==> config.mk <==
export PLATFORM = sky130hd
export DESIGN_NAME = alu_exec_ctrl
export DESIGN_NICKNAME = d
export VERILOG_FILES = /design/src/rtl/lc3_pkg.sv /design/src/rtl/reg_file_8x16.sv /design/src/rtl/alu_exec_ctrl.sv
export SDC_FILE = /design/constraint.sdc
export NUM_CORES = 1
export LEC_CHECK = 0
export ABC_CLOCK_PERIOD_IN_PS = 3600
export CAP_MARGIN = 20
export CELL_PAD_IN_SITES_DETAIL_PLACEMENT = 0
export CELL_PAD_IN_SITES_GLOBAL_PLACEMENT = 1
export CORE_ASPECT_RATIO = 0.75
export CORE_UTILIZATION = 48
export CTS_CLUSTER_SIZE = 28
export DETAILED_ROUTE_END_ITERATION = 16
export GPL_ROUTABILITY_DRIVEN = 0
export PLACE_DENSITY = 0.88
export SLEW_MARGIN = 10
export SYNTH_ARGS = -nofsm -noshare
export SYNTH_HDL_FRONTEND = slang
export SYNTH_HIERARCHICAL = 1
export SYNTH_SLANG_ARGS = --single-unit
==> constraint.sdc <==
create_clock -name Clk -period 3.6 [get_ports Clk]
set_input_delay 0.72 -clock Clk [delete_from_list [all_inputs] [get_ports Clk]]
set_output_delay 0.72 -clock Clk [all_outputs]
set_load 0.01 [all_outputs]
==> src/rtl/lc3_pkg.sv <==
// Shared LC-3 execute definitions:
// opcodes, ALU selects, FSM states.
package lc3_pkg;

  localparam logic [3:0] OP_ADD = 4'b0001;
  localparam logic [3:0] OP_AND = 4'b0101;
  localparam logic [3:0] OP_NOT = 4'b1001;

  localparam logic [1:0] ALUK_ADD = 2'b00;
  localparam logic [1:0] ALUK_AND = 2'b01;
  localparam logic [1:0] ALUK_NOT = 2'b11;

  localparam logic [2:0] NZP_RST = 3'b010;

  typedef enum logic [1:0] {
    S_IDLE,
    S_DECODE,
    S_EXEC,
    S_WB
  } state_t;

  // One-hot condition codes {N,Z,P}
  function automatic logic [2:0] nzp_of(
    input logic [15:0] v
  );
    if (v[15])            return 3'b100;
    else if (v == 16'h0)  return 3'b010;
    else                  return 3'b001;
  endfunction

endpackage

==> src/rtl/reg_file_8x16.sv <==
// 8x16 register file: two async read ports,
// a debug read port, one sync write port.
module reg_file_8x16 (
  input  logic        clk,
  input  logic        reset,
  input  logic        we,
  input  logic [2:0]  waddr,
  input  logic [15:0] wdata,
  input  logic [2:0]  ra1,
  output logic [15:0] rd1,
  input  logic [2:0]  ra2,
  output logic [15:0] rd2,
  input  logic [2:0]  dbg_sel,
  output logic [15:0] dbg_data
);

  logic [15:0] regs [8];

  // Clear on reset, otherwise single write port
  always_ff @(posedge clk) begin
    if (reset) begin
      for (int i = 0; i < 8; i++)
        regs[i] <= '0;
    end else if (we) begin
      regs[waddr] <= wdata;
    end
  end

  assign rd1      = regs[ra1];
  assign rd2      = regs[ra2];
  assign dbg_data = regs[dbg_sel];

endmodule

==> src/rtl/alu_exec_ctrl.sv <==
// Execute controller for ADD/AND/NOT:
// decode, operand fetch, ALU drive, writeback.
module alu_exec_ctrl
  import lc3_pkg::*;
#(
  parameter logic [2:0] RESET_NZP = NZP_RST
) (
  input  logic        Clk,
  input  logic        Reset,
  input  logic        instr_valid,
  output logic        instr_ready,
  input  logic [15:0] IR_in,
  output logic [15:0] IR,
  output logic [1:0]  ALUK,
  output logic        SR2MUX,
  output logic [15:0] SR1,
  output logic [15:0] SR2,
  input  logic [15:0] ALU_OUT,
  output logic        done,
  output logic        illegal,
  output logic [2:0]  NZP,
  input  logic [2:0]  dbg_sel,
  output logic [15:0] dbg_data
);

  state_t      state, nstate;
  logic [3:0]  op;
  logic        legal;
  logic [1:0]  dec_aluk;
  logic        dec_sr2mux;
  logic [15:0] rd1, rd2;
  logic [15:0] result;
  logic        we;

  assign op = IR[15:12];

  reg_file_8x16 u_rf (
    .clk      (Clk),
    .reset    (Reset),
    .we       (we),
    .waddr    (IR[11:9]),
    .wdata    (result),
    .ra1      (IR[8:6]),
    .rd1      (rd1),
    .ra2      (IR[2:0]),
    .rd2      (rd2),
    .dbg_sel  (dbg_sel),
    .dbg_data (dbg_data)
  );

  // Opcode decode; NOT never uses the immediate path
  always_comb begin
    legal      = 1'b1;
    dec_aluk   = ALUK_ADD;
    dec_sr2mux = IR[5];
    unique case (1'b1)
      (op == OP_ADD): dec_aluk = ALUK_ADD;
      (op == OP_AND): dec_aluk = ALUK_AND;
      (op == OP_NOT): begin
        dec_aluk   = ALUK_NOT;
        dec_sr2mux = 1'b0;
      end
      default: legal = 1'b0;
    endcase
  end

  // State register
  always_ff @(posedge Clk) begin
    if (Reset) state <= S_IDLE;
    else       state <= nstate;
  end

  // Next-state logic
  always_comb begin
    nstate = state;
    unique case (state)
      S_IDLE:   if (instr_valid) nstate = S_DECODE;
      S_DECODE: nstate = legal ? S_EXEC : S_IDLE;
      S_EXEC:   nstate = S_WB;
      S_WB:     nstate = S_IDLE;
    endcase
  end

  // Handshake and pulse outputs; reset masks all
  always_comb begin
    instr_ready = (state == S_IDLE) && !Reset;
    done        = (state == S_WB) && !Reset;
    illegal     = (state == S_DECODE) && !legal
                  && !Reset;
    we          = done;
  end

  // IR latch, operand capture, result and NZP
  always_ff @(posedge Clk) begin
    if (Reset) begin
      IR     <= '0;
      ALUK   <= ALUK_ADD;
      SR2MUX <= 1'b0;
      SR1    <= '0;
      SR2    <= '0;
      result <= '0;
      NZP    <= RESET_NZP;
    end else begin
      unique case (state)
        S_IDLE: begin
          if (instr_valid) IR <= IR_in;
        end
        S_DECODE: begin
          if (legal) begin
            ALUK   <= dec_aluk;
            SR2MUX <= dec_sr2mux;
            SR1    <= rd1;
            SR2    <= rd2;
          end
        end
        S_EXEC: begin
          result <= ALU_OUT;
        end
        S_WB: begin
          NZP    <= nzp_of(result);
          ALUK   <= ALUK_ADD;
          SR2MUX <= 1'b0;
        end
      endcase
    end
  end

endmodule

Yosys cells after proc, flatten, opt, wreduce, memory -nomap -nowiden
Memories as Yosys holds them, arrays and structs flattened. A register that Yosys moved wholly into a read port is not among the register bits.
Index checks and enable logic that the tools add are counted.
{ "totals": {"ff_bits": 40, "mem_bits_rw": 128, "out_inout_bits": 73, "n_memories": 1} }
{ "memory_table": {"columns": ["name", "words", "width", "read_ports", "rd_ports_with_merged_regs", "write_ports", "line", "rtl"], "rows": [
  ["u_rf.regs", 8, 16, 3, 2, 8, "reg_file_8x16.sv:17", "logic [15:0] regs [8];"]
]} }
{ "op_classes": {"n_eq_ne": 8, "mux": 20, "reduce_logical": 14} }
{ "op_table": {"columns": ["cell", "n"], "rows": [
  ["16-bit logical NOT", 1],
  ["16-bit 2-to-1 mux", 1],
  ["16-bit OR reduction", 1],
  ["1-bit 2-to-1 mux", 9],
  ["2-bit 2-to-1 mux", 4],
  ["2-bit one-hot mux with 2 select lines", 2],
  ["2-bit one-hot mux with 4 select lines", 1],
  ["3-bit 2-to-1 mux", 2],
  ["2-bit AND reduction", 3],
  ["2-bit == test, second input constant", 2],
  ["4-bit by 1-bit == test with 1-bit output, second input constant", 1],
  ["4-bit by 3-bit == test with 1-bit output, second input constant", 1],
  ["4-bit == test, second input constant", 1],
  ["1-bit logical AND", 4],
  ["2-bit inequality test, second input constant", 2],
  ["3-bit OR reduction", 1],
  ["2-bit by 1-bit == test with 1-bit output, second input constant", 1],
  ["1-bit logical NOT", 2],
  ["2-bit logical NOT", 1],
  ["1-bit one-hot mux with 2 select lines", 1],
  ["2-bit nonzero test", 1]
]} }

Depth between registers and ports, before layout
{ "logic_depth": {"word_depth": 7, "mapped_depth": 8} }

Modules after synthesis
Netlist, hierarchy kept.
{ "by_module_without_submodules": {"columns": ["module", "n_inst", "cells_each", "area_each_um2", "seq_area_each_um2"], "rows": [
  ["reg_file_8x16", 1, 487, 7981.4, 3843.7],
  ["alu_exec_ctrl", 1, 346, 3166.8, 1441.4]
]} }

Worst setup path after synthesis
Ideal clock, no wire load.
{ "synth_timing": {"path_type": "input port to flip-flop", "startpoint": "input Reset", "endpoint": "memory u_rf.regs[0][0] (enable)", "setup_ps": 392, "arrival_time_ps": 2844, "t_required_ps": 3208, "path_slack_ps": 364, "stages": 7, "n_path_buf": 4, "path_cell_list": "buf_2 > buf_1 > nor2_1 > or3b_1 > clkbuf_1 > clkbuf_1 > o21bai_1"} }
{ "synth_lines": {"columns": ["item", "line", "rtl"], "rows": [
  ["start: declaration", "alu_exec_ctrl.sv:9", "input logic Reset,"],
  ["end: declaration", "reg_file_8x16.sv:17", null]
]} }

Worst setup path after layout
{ "layout_timing": {"startpoint": "input dbg_sel[1]", "endpoint": "output dbg_data[12]"} }
{ "layout_via": {"elab_chain_len": 1} }
{ "layout_lines": {"columns": ["item", "line", "rtl"], "rows": [
  ["start: declaration", "alu_exec_ctrl.sv:22", "input logic [2:0] dbg_sel,"],
  ["memory 8 x 16 bit", null, null],
  ["end: declaration", "alu_exec_ctrl.sv:23", "output logic [15:0] dbg_data"]
]} }
No other way between the ends.

==> results.txt <==
outcome: finished clean
Total Power: 5.17 mW
Rel. slew slack: 30.6%
Max Freq: 304 MHz
Synth Flop Type: edfxtp_1
met3 WL: 2.74 mm
largest net degree at the start of global routing: 56
hold crit path type: reg -> reg
period utilization: 91.5%
unrepaired setup endpoints after global routing: false
Total Routed Length: 28.7 mm
shortest period the worst path allows: 3.29 ns
LEAKAGE: 4.24 nW
Avg Vias per Cell: 6.58
sw frac: 26.1%
xor and xnor area share after synthesis: 0%
Synth-to-Final Area Change: 15.4%
1st-iter DRT viols: 912
Port Buffers: 110
Core ar.: 22,400 um^2
WHS: 0.459 ns
Clock transition at path regs: 0.08 ns
Fill cells: 1,770
Rows: 47
Worst Path Arrival: 2.57 ns
Cell Chain, Critical Path: clkdlybuf4s50_1, buf_12, mux4_1, mux2_2, clkdlybuf4s50_1
average wire per standard cell: 23.8 um
post-synth cell types: 38
post-synthesis adder-cell area fraction: 0%
pwr dens: 402 nW/um^2
Ant. Diodes: 0
dpl cells: 1,173
drt drc: 0
clk buf depth: 2
Final Skew: 0.0150 ns
global-route wire length before repair: 43.0 mm
most frequent cell after synthesis: nor3_1
Die H: 134 um
area fraction in compound gates after synthesis: 7.52%
I/O Pins: 111
Area after DPL: 12,300 um^2
post-synthesis mux area share: 27.1%
post-route cell area: 12,900 um^2
Global Route Usage Sum: 24.3%
Worst setup SP type: primary input
CTS tree: done
TritonCTS Buffers: 17
top cells by count, synth: nor3_1, edfxtp_1, mux4_1
Seq pwr share: 49.7%
via count: 7,925
CTS Hold Bufs: 0
Max-cap violations: 0
slowest stage delay, CP: 0.51 ns
post-synth top area cell: edfxtp_1
Synth Area in Simple Gates: 11.9%
worst path required time: 2.88 ns
share of post-route cells with drive strength above 1: 18.1%
VDD IR max: 0.362 mV
H-Tree Depth: 4
register bit count reported by yosys: 200
Psw: 1.35 mW
cell family with most CP delay: buffers and inverters
Syn Area/Cell: 13.4 um^2
Register Area: 5290 um^2
post-CTS setup buffer count: 0
vias in the first global route: 7,157
CTS root buf: clkbuf_16
fin cells: 1,205
grt total ovfl: 0
clock power share: 37.8%
initial core utilization: 49.8%
largest cells by area after synthesis: edfxtp_1, mux4_1, dfxtp_1, nor3_1, mux2_2
DIE AREA: 23,800 um^2
Internal: 3.83 mW
Worst Path Max Fanout: 32
TritonRoute pass-1 iters: 5
Top Metal Used: met4
number of synthesized flops with an enable pin: 128
Comb pwr share: 12.6%
Worst-Margin Slew: 1.04 ns
sequential fraction of the synthesis area: 47.4%
Yosys top cell area share: 34.5%
endpoints failing setup: 0
area of the multi-input gates: 5180 um^2
Mapped Area: 11,100 um^2
dpl hpwl: 19.3 mm
Bufs and invs on worst path: 3
main combinational cell family by area after synthesis: multiplexers
die width: 178 um
WL met1: 12.4 mm
antenna violations before repair: 0
met2 WL: 12.9 mm
Cells after Synth: 833
Most common cell on crit path: clkdlybuf4s50_1
Post-CTS Resized: 0
worst skew pair latency: 0.44 ns
endpoints failing hold: 0
ANT nets after route: 0
crit path capture type: output pin
sum of negative setup slack: 0 ns
# nets final: 936
register-to-register path setup slack: 0.82 ns
Mapped Nets: 871
CTS Sinks: 200
warnings from Yosys: 6
kind of critical path: in -> out
ys async rst share: 0%
Slowest-stage cell, CP: clkdlybuf4s50_1
Slew Limit Fails: 0
-- kinds of logic after synthesis --
kind of cell | after synthesis
flip-flops | 200
AO/OA/AOI/OAI | 115
buffers and inverters | 114
AND/OR/NAND/NOR | 260
multiplexers | 144
-- power groups by stage --
stage                     sequential (mW)  clock, mW  combinational [mW]
after floorplan                      2.59          0               0.439
after global placement               2.61          0               0.638
after detailed placement             2.62          0               0.643
after CTS                            2.57       1.97               0.648
after global routing                 2.58       2.05               0.684
final                                2.57       1.95               0.649
-- registers in the layout (all words and copies together) (netlist names), 2 cells and up, named ones only --
register,cells
ALUK,2
IR,16
NZP,3
SR1,16
SR2,16
result,16
u_rf/regs,128
-- tightest hold or removal path, stage by stage, from the launching register on --
cell	delay, ns
dfxtp_1	0.32
nand2_1	0.05
a21oi_1	0.05
-- final timing paths --
kind | startpoint | end | cells past startpoint
worst max register to register | register | u_rf/regs[0][12] | 5
worst max-delay path | dbg_sel[1] | dbg_data[12] | 5
worst min register to register | IR[3] | IR[3] | 2
worst min-delay path | IR[3] | IR[3] | 2
-- layer usage --
layer	track usage, %	vias to the layer above
li1	-	3479
met1	35.4	3884
met2	35.5	501
met3	5.90	61
met4	7.98	0
met5	0	-
-- per-stage QoR --
| step | setup slack [ns] | utilization (%) |
|---|---|---|
| after floorplan | 0.364 | - |
| after global placement | 0.341 | 54.7 |
| after detailed placement | 0.307 | 54.7 |
| after CTS | 0.301 | 57.4 |
| after global routing | 0.277 | 57.4 |
| final | 0.307 | 57.4 |
-- final cells by class --
| type | instances | area share, % |
|---|---|---|
| flip-flops and latches | 200 | 41.1 |
| clock inverters | 15 | 1.34 |
| well taps | 294 | 2.86 |
| clock buffers | 17 | 3.31 |
| inverters | 17 | 0.496 |
| repair buffers | 143 | 10.6 |
| multi-input cells | 519 | 40.3 |
-- cells in the final DEF (no fill, tap or decap), types with 4 or more instances in the layout --
cell type | synthesis | routed
o31ai_2 | 29 | 29
edfxtp_1 | 128 | 128
a21oi_1 | 68 | 68
nor3_1 | 131 | 131
clkbuf_16 | 0 | 17
clkdlybuf4s50_1 | 0 | 108
clkinv_1 | 16 | 16
inv_8 | 0 | 4
nand4_1 | 33 | 33
buf_4 | 9 | 31
nand2b_1 | 5 | 4
o31ai_1 | 4 | 4
nand2_1 | 69 | 69
nor4_1 | 5 | 5
mux4_2 | 12 | 12
dfxtp_1 | 72 | 70
mux2_2 | 48 | 48
inv_6 | 0 | 5
mux4_1 | 84 | 84
o21bai_1 | 8 | 8
Power figures use the tool's default switching activity.
